===== src/rtl/cdc_pkg.sv =====
// Shared helpers for the CDC blocks: counter sizing and parameter-range messages.
package cdc_pkg;

  function automatic int unsigned cdc_cnt_width(input int unsigned filter);
    int unsigned w;
    w = $clog2(filter);
    return (w < 1) ? 1 : w;
  endfunction

  localparam string CDC_MSG_WIDTH    = "cdc: WIDTH must be >= 1";
  localparam string CDC_MSG_PIPELINE = "cdc: PIPELINE must be >= 2";
  localparam string CDC_MSG_FILTER   = "cdc: FILTER must be >= 1";

endpackage


===== src/rtl/cdc_sync_filter_chan.sv =====
// One channel: PIPELINE-deep synchronizer, stability counter, filtered level and edge pulses.
// Edge pulses are only generated when CDC_SYNC_FILTER_EDGE_EN is defined.
module cdc_sync_filter_chan
  import cdc_pkg::*;
#(
  parameter int unsigned PIPELINE    = 2,
  parameter int unsigned FILTER      = 4,
  parameter logic        RESET_STATE = 1'b0
) (
  input  logic clk,
  input  logic rst_n,
  input  logic d,
  output logic q,
  output logic rise,
  output logic fall
);

  localparam int unsigned          CNT_W  = cdc_cnt_width(FILTER);
  localparam logic [CNT_W-1:0]     CNT_TC = CNT_W'(FILTER - 1);

  (* syn_preserve = 1 *) logic [PIPELINE-1:0] meta;
  logic             s;
  logic [CNT_W-1:0] cnt;
  logic             update;

  assign s      = meta[PIPELINE-1];
  assign update = (s != q) && (cnt == CNT_TC);

  always_ff @(posedge clk or negedge rst_n) begin
    if (!rst_n) begin
      meta <= {PIPELINE{RESET_STATE}};
    end else begin
      meta <= {meta[PIPELINE-2:0], d};
    end
  end

  // A mismatch that clears early restarts the count, so separate glitches never add up.
  always_ff @(posedge clk or negedge rst_n) begin
    if (!rst_n) begin
      q   <= RESET_STATE;
      cnt <= '0;
    end else if (update) begin
      q   <= s;
      cnt <= '0;
    end else if (s == q) begin
      cnt <= '0;
    end else begin
      cnt <= cnt + CNT_W'(1);
    end
  end

`ifdef CDC_SYNC_FILTER_EDGE_EN
  always_ff @(posedge clk or negedge rst_n) begin
    if (!rst_n) begin
      rise <= 1'b0;
      fall <= 1'b0;
    end else begin
      rise <= update & s;
      fall <= update & ~s;
    end
  end
`else
  assign rise = 1'b0;
  assign fall = 1'b0;
`endif

endmodule


===== src/rtl/cdc_sync_filter.sv =====
// Multi-channel synchronizer with per-channel glitch filter and optional edge pulses.
// Optional feature macro: CDC_SYNC_FILTER_EDGE_EN (evaluated in cdc_sync_filter_chan).
module cdc_sync_filter
  import cdc_pkg::*;
#(
  parameter int unsigned      WIDTH       = 1,
  parameter int unsigned      PIPELINE    = 2,
  parameter logic [WIDTH-1:0] RESET_STATE = '0,
  parameter int unsigned      FILTER      = 4
) (
  input  logic             clk,
  input  logic             rst_n,
  input  logic [WIDTH-1:0] d,
  output logic [WIDTH-1:0] q,
  output logic [WIDTH-1:0] rise,
  output logic [WIDTH-1:0] fall
);

  if (WIDTH < 1) begin : g_bad_width
    $error("%s", CDC_MSG_WIDTH);
  end
  if (PIPELINE < 2) begin : g_bad_pipeline
    $error("%s", CDC_MSG_PIPELINE);
  end
  if (FILTER < 1) begin : g_bad_filter
    $error("%s", CDC_MSG_FILTER);
  end

  for (genvar i = 0; i < WIDTH; i++) begin : g_chan
    cdc_sync_filter_chan #(
      .PIPELINE    (PIPELINE),
      .FILTER      (FILTER),
      .RESET_STATE (RESET_STATE[i])
    ) u_chan (
      .clk   (clk),
      .rst_n (rst_n),
      .d     (d[i]),
      .q     (q[i]),
      .rise  (rise[i]),
      .fall  (fall[i])
    );
  end

endmodule


===== config.mk =====
export PLATFORM = sky130hd
export DESIGN_NAME = cdc_sync_filter
export DESIGN_NICKNAME = d
export VERILOG_FILES = /design/src/rtl/cdc_pkg.sv /design/src/rtl/cdc_sync_filter_chan.sv /design/src/rtl/cdc_sync_filter.sv
export SDC_FILE = /design/constraint.sdc
export NUM_CORES = 1
export LEC_CHECK = 0
export BUFFER_PORTS_ARGS = -buffer_cell sky130_fd_sc_hd__buf_2
export CAP_MARGIN = 20
export CORE_AREA = 3 3 40 42
export DETAILED_ROUTE_END_ITERATION = 10
export DIE_AREA = 0 0 43 45
export SLEW_MARGIN = 20
export SYNTH_ARGS = -nofsm -noshare
export SYNTH_HDL_FRONTEND = slang
export SYNTH_SLANG_ARGS = --single-unit

===== constraint.sdc =====
create_clock -name clk -period 2.95 [get_ports clk]
set_input_delay 0.59 -clock clk [delete_from_list [all_inputs] [get_ports clk]]
set_output_delay 0.59 -clock clk [all_outputs]
set_load 0.1 [all_outputs]

After elaboration in Yosys (flattened, before gate mapping)
Cells that the tools add are included.
{"block": "totals", "regBits": 5, "out_inout_bits": 3, "elab_cells": 10, "in_bits": 3}
{"block": "classes", "eq_ne": 3, "addsub": 1, "mux": 2, "n_reduce_logical": 1}
{"op": "2-bit two-way mux", "n": 2}
{"op": "2-bit by 1-bit adder with 2-bit output (second input constant)", "n": 1}
{"op": "2-bit equality test (second input constant)", "n": 1}
{"op": "1-bit equality test", "n": 1}
{"op": "1-bit logical AND", "n": 1}
{"op": "1-bit inequality test", "n": 1}

Longest topological paths before layout
Gate-level depths: netlist of run 1.
{"block": "depth", "word_depth": 3, "ltp_mapped": 2, "depth_no_buf": 2}

Worst setup path after synthesis of run 1
OpenSTA, ideal clock, no wires.
{"block": "synth_path", "kind": "register to output", "from": "reg g_chan[0].u_chan.q", "to": "out q", "path_slack_ns": 1.437, "path_buffers": 0, "t_required_ns": 2.360, "stages_incl_launch_ff": 1, "arrival_time_ns": 0.923, "cell_sequence": "dfrtp_1"}
{"element": "start, declared", "line_no": "cdc_sync_filter_chan.sv:13", "rtl": "output logic q,"}
{"element": "start signal, assigned", "line_no": "cdc_sync_filter_chan.sv:43", "rtl": "q <= s;"}
{"element": "end, declared", "line_no": "cdc_sync_filter.sv:14", "rtl": "output logic [WIDTH-1:0] q,"}
No word-level cell between the ends.

Worst setup path after layout of run 1
{"block": "layout_path", "from": "reg g_chan[0].u_chan.q", "to": "out q"}
No word-level cell between the ends.

==> results.yml, run 1 <==
yosys:
  synth_area_leader_cell: "dfrtp_1"
  synth_seq_cells: 5
  yosysSeqAreaShare_pct: 64.5
  synth.most_common_cell: "dfrtp_1"
  syn_area_um2: 194
  synth_cells: 13
  synthTopCellsByCount: "dfrtp_1 (5), buf_4 (2)"
  avgSynthCellArea_um2: 14.9
  synth_flop_cell: "dfrtp_1"
  yosys_warnings: 0
  netlist.area_leader.share_pct: 64.5
  synth-edff-count: 0
  yosys.cell_types.count: 8
  synthArstFlopShare_pct: 100
  synth.area.top_cells: "dfrtp_1 (65%), buf_4 (7.7%), ha_1 (6.5%)"
detailed_routing:
  avgViaCountPerCell: 3.09
  drtIter0Drc: 1
  drcViolationCount: 0
  dr.pass1.iters: 2
  wl_per_cell_um: 7.91
  vias: 105
  routed_wl_um: 269
  antenna_left: 0
finish:
  design_area_um2: 243
  area_delta_synth_final_pct: 25.2
  final_nets: 24
  nFillCells: 145
  drive_above_1_share_pct: 42.1
  n_antenna_cell: 0
critical_path:
  endpoint_kind: "primary output"
  path_buf_inv: 1
  cp_cell_sequence: "buf_2"
  cpLargestDelayFamily: "buffers and inverters"
  startpoint_type: "flop"
  crit_required_ns: 2.36
  critPathMaxStageDelay_ns: 0.44
  crit_arrival_ns: 1.06
  crit_slowest_cell: "buf_2"
  path_class: "reg -> out"
  cp_max_fo: 3
placement:
  port_buffers: 3
  dp_slack_ns: 1.55
  place_area_um2: 216
  place_congestion: 0.578
  hpwlAfterDp_um: 208
clock_tree:
  cts_resized: 0
  clock_sinks: 5
  insertion_delay_ns: 0.24
  cts.path.max_buffers: 2
  root_buffer: "clkbuf_4"
  cts_htree_levels: 1
  post_cts_buffers: 0
  cts_tree: "yes"
  clk_pin_slew_ns: 0.04
  cts_buffers: 3
  ctsHoldBuffers: 0
power_and_ir_drop:
  p_per_area_nw_per_um2: 1190
  intPower_uw: 168
  total_power_uw: 289
  clock_power_share_pct: 27.1
  ir_worst_vdd_v: 0.000294
  swShare_pct: 41.6
  p_comb_share_pct: 38.2
  power.switching_uw: 120
  p_leak_uw: 0.000115
  seq_power_share_pct: 34.7
hold_path:
  hp-class: "in -> async"
global_route:
  grt_usage_pct: 4.11
  antenna_found_initial: 0
  grt_overflow: 0
  grt_max_degree: 6
  grt_pass1_wl_um: 455
  grt_pass1_vias: 111
floorplan:
  die_x_um: 43
  die_area_um2: 1940
  start_util_pct: 15.1
  fp.dieH_um: 45
  core-area_um2: 1280
  ios: 6
  fp-row-count: 13
timing:
  fmax_ghz: 0.606
  hold_viol_final: 0
  finalSetupViolCount: 0
  whs_ns: 0.152
  fin_crit_ns: 1.65
  finClkSkew_ns: 0.00244
  fin_ws_ns: 1.30
  drv_slew: 0
  tns_ns: 0
  rsz0062_at_grt: "false"
  min_period_over_period_pct: 55.9
run_status:
  status: "completed"
job:
  drv_cap: 0
-- metrics by stage --
step,std cells,util (%)
final,34,18.9
after CTS,34,18.9
after global routing,34,18.9
after global placement,30,16.8
after detailed placement,30,16.8
after floorplan,14,-
-- final timing paths --
kind,slack [ns],cells after the start,start,to
hold / removal,0.15,1,rst_n,g_chan[0].u_chan.cnt[0]
hold reg to reg,0.35,0,g_chan[0].u_chan.meta[0],g_chan[0].u_chan.meta[1]
min in group clk,0.35,0,g_chan[0].u_chan.meta[0],g_chan[0].u_chan.meta[1]
setup / recovery,1.30,1,g_chan[0].u_chan.q,q
max in group asynchronous,2.67,1,rst_n,g_chan[0].u_chan.meta[0]
setup reg to reg,1.92,2,g_chan[0].u_chan.cnt[0],g_chan[0].u_chan.q
-- power by group through the flow --
stage | logic, uW | registers [uW] | clock network (uW)
2_1_floorplan | 47.8 | 149 | 0
3_3_place_gp | 109 | 99.0 | 0
3_5_place_dp | 113 | 102 | 0
4_1_cts | 112 | 101 | 84.4
5_1_grt | 115 | 103 | 93.1
6_report | 110 | 100 | 78.3
-- layout make-up --
cell class	instances	area (um2)	area share (%)
well taps	15	18.8	7.73
flip-flops and latches	5	125	51.5
repair buffers	3	15.0	6.19
multi-input cells	7	57.6	23.7
clock buffers	4	26.3	10.8
-- sequential cells by signal, indices dropped and copies added (netlist names) --
name and cells:
g_chan.u_chan.q 1, g_chan.u_chan.meta 2, g_chan.u_chan.cnt 2
-- metal layers --
metal | global-route usage (%) | wire, um | vias up | part of all wire [%]
li1 | - | - | 50 | -
met1 | 2.95 | 111 | 49 | 41
met2 | 4.79 | 125 | 6 | 46
met3 | 5.98 | 31 | 0 | 12
met4 | 3.61 | 0 | 0 | 0
met5 | 0 | 0 | - | 0
-- kinds of logic (layout without fill, tap and decap cells) --
family | after synthesis | after routing | share of synthesized area [%]
AND/OR/NAND/NOR | 2 | 2 | 9.03
buffers and inverters | 2 | 7 | 7.74
flip-flops | 5 | 5 | 64.5
XOR/XNOR | 1 | 1 | 4.52
multiplexers | 1 | 1 | 5.81
adder cells (fa/ha/maj) | 1 | 1 | 6.45
other | 1 | 2 | 1.93
-- placed cells by master, fill, tap and decap left out --
master and count:
mux2_2 1, buf_2 3, dfrtp_1 5, nor3b_2 1, conb_1 2, ha_1 1
clkbuf_1 1, nor3_1 1, xnor2_1 1, clkbuf_4 3
-- worst reg2reg max path, stage by stage (launching register included) --
cell and delay (ns):
dfrtp_1 0.35, ha_1 0.22, mux2_2 0.35
No activity file was read; power rests on OpenSTA's default activity.
==> run 2: changes to the inputs <==
==> constraint.sdc (replaced) <==
create_clock -name clk -period 1.4 [get_ports clk]
set_input_delay 0.28 -clock clk [delete_from_list [all_inputs] [get_ports clk]]
set_output_delay 0.28 -clock clk [all_outputs]
set_load 0.1 [all_outputs]
==> run 2 against run 1 <==
- cell area grew 4.1%
- die area unchanged
- worst setup slack got worse by 1.2 ns
- cell count up 2.9%
- non-clock buffer count grew 1
- sequential share of layout area is 2.0 points lower
- critical path depth stayed put
- via count grew 1.9%
- clock power is 110% higher
- register-to-register slack worse by 1.5 ns
- global-route usage stayed put
- count of clock-buffer cells in the layout unchanged
- critical endpoint unchanged
- largest cell class unchanged
==> results.yml, run 2 (synthesized netlist as in run 1, its figures left out) <==
clock_tree:
  cts_buffers: 3
  post_cts_buffers: 0
  cts.path.max_buffers: 2
  cts_resized: 0
  ctsHoldBuffers: 1
  clock_sinks: 5
  insertion_delay_ns: 0.24
  cts_tree: "yes"
  cts_htree_levels: 1
  root_buffer: "clkbuf_4"
  clk_pin_slew_ns: 0.04
power_and_ir_drop:
  p_leak_uw: 0.000120
  clock_power_share_pct: 27.0
  power.switching_uw: 254
  swShare_pct: 41.5
  p_comb_share_pct: 38.4
  intPower_uw: 357
  ir_worst_vdd_v: 0.000620
  seq_power_share_pct: 34.6
  p_per_area_nw_per_um2: 2410
finish:
  regArea_um2: 125
  drive_above_1_share_pct: 40.0
  finish.utilization_pct: 19.7
  n_antenna_cell: 0
  multiInputGateArea_um2: 57.6
  area_delta_synth_final_pct: 30.3
  design_area_um2: 253
  top_regs: "g_chan.u_chan.cnt x2, g_chan.u_chan.meta x2, g_chan.u_chan.q x1"
  final_cell_mix: "dfrtp_1 (5), clkbuf_4 (3), buf_2 (3), conb_1 (2)"
  final_common_cell: "dfrtp_1"
  final_nets: 25
  nFillCells: 144
critical_path:
  cp_cell_sequence: "buf_2"
  crit_required_ns: 1.12
  endpoint_kind: "primary output"
  reg2reg_from: "g_chan[0].u_chan.cnt[0]"
  crit_slowest_cell: "buf_2"
  path_class: "reg -> out"
  timing.rr.end: "g_chan[0].u_chan.q"
  crit_arrival_ns: 1.06
  worst_r2r_path_depth: 2
  critPathMaxStageDelay_ns: 0.44
  startpoint_type: "flop"
  cp_max_fo: 3
  reg2reg_setup_slack_ns: 0.37
  path_buf_inv: 1
  cpLargestDelayFamily: "buffers and inverters"
detailed_routing:
  drtIter0Drc: 1
  vias: 107
  drcViolationCount: 0
  antenna_left: 0
  routed_wl_um: 272
  dr.pass1.iters: 2
  avgViaCountPerCell: 3.06
  wl_per_cell_um: 7.77
timing:
  finClkSkew_ns: 0.00244
  tns_ns: 0
  fin_crit_ns: 1.34
  fmax_ghz: 0.746
  min_period_over_period_pct: 95.7
  rsz0062_at_grt: "false"
  hold_viol_final: 0
  finalSetupViolCount: 0
  drv_slew: 0
hold_path:
  hp-class: "in -> reg"
  whs_endpoint: "g_chan[0].u_chan.meta[0]"
  min_path_cells: 1
  hp-start: "d"
placement:
  hpwlAfterDp_um: 208
  place_congestion: 0.578
  place_area_um2: 216
  port_buffers: 3
floorplan:
  die_x_um: 43
  die_area_um2: 1940
  core-area_um2: 1280
  fp-row-count: 13
  ios: 6
  fp.dieH_um: 45
  start_util_pct: 15.1
global_route:
  grt_overflow: 0
  grt_usage_pct: 4.11
  grt_pass1_vias: 117
  antenna_found_initial: 0
  grt_pass1_wl_um: 455
  grt_max_degree: 6
job:
  drv_cap: 0
run_status:
  status: "completed"
==> run 2: changes by cell type in the layout (fill, tap and decap cells not counted) <==
cell           change
dlygate4sd3_1      +1
==> run 2: through the flow <==
step                      total power [uW]  hold slack [ns]  worst slack [ns]  instances
after floorplan                        415          -0.0156            0.0145         14
after global placement                 439           0.0913             0.335         30
after detailed placement               452           0.0968             0.313         30
after CTS                              628            0.134            0.0427         35
after global routing                   657            0.127            0.0189         35
final                                  610            0.146            0.0599         35
==> run 2: how the worst max path moves through the flow <==
stage	start	to	depth (start not counted)	slack, ns
global placement	g_chan[0].u_chan.q	q	1	0.34
detailed placement	g_chan[0].u_chan.q	q	1	0.31
global route	g_chan[0].u_chan.q	q	1	0.02
finish	g_chan[0].u_chan.q	q	1	0.06
floorplan	g_chan[0].u_chan.q	g_chan[0].u_chan.cnt[1]	2	0.01
CTS	g_chan[0].u_chan.q	q	1	0.04
==> run 2: power groups by stage <==
| stage | combinational [uW] | clock [uW] | sequential, uW |
|---|---|---|---|
| floorplan | 101 | 0 | 315 |
| global placement | 230 | 0 | 209 |
| detailed placement | 238 | 0 | 214 |
| CTS | 238 | 178 | 212 |
| global route | 245 | 196 | 216 |
| finish | 234 | 165 | 211 |
==> run 2: final cells by class <==
| cell class | instances | share of cell area (%) |
|---|---|---|
| Clock buffer | 4 | 10.4 |
| Timing Repair Buffer | 4 | 9.90 |
| Tap cell | 15 | 7.43 |
| Sequential cell | 5 | 49.5 |
| Multi-Input combinational cell | 7 | 22.8 |
==> run 2: metal layers <==
layer  vias to the layer above  track usage, %  part of all wire (%)
met3                         0            5.98                    14
li1                         52               -                     -
met4                         0            3.61                     0
met1                        49            2.95                    40
met2                         6            4.79                    46
met5                         -               0                     0
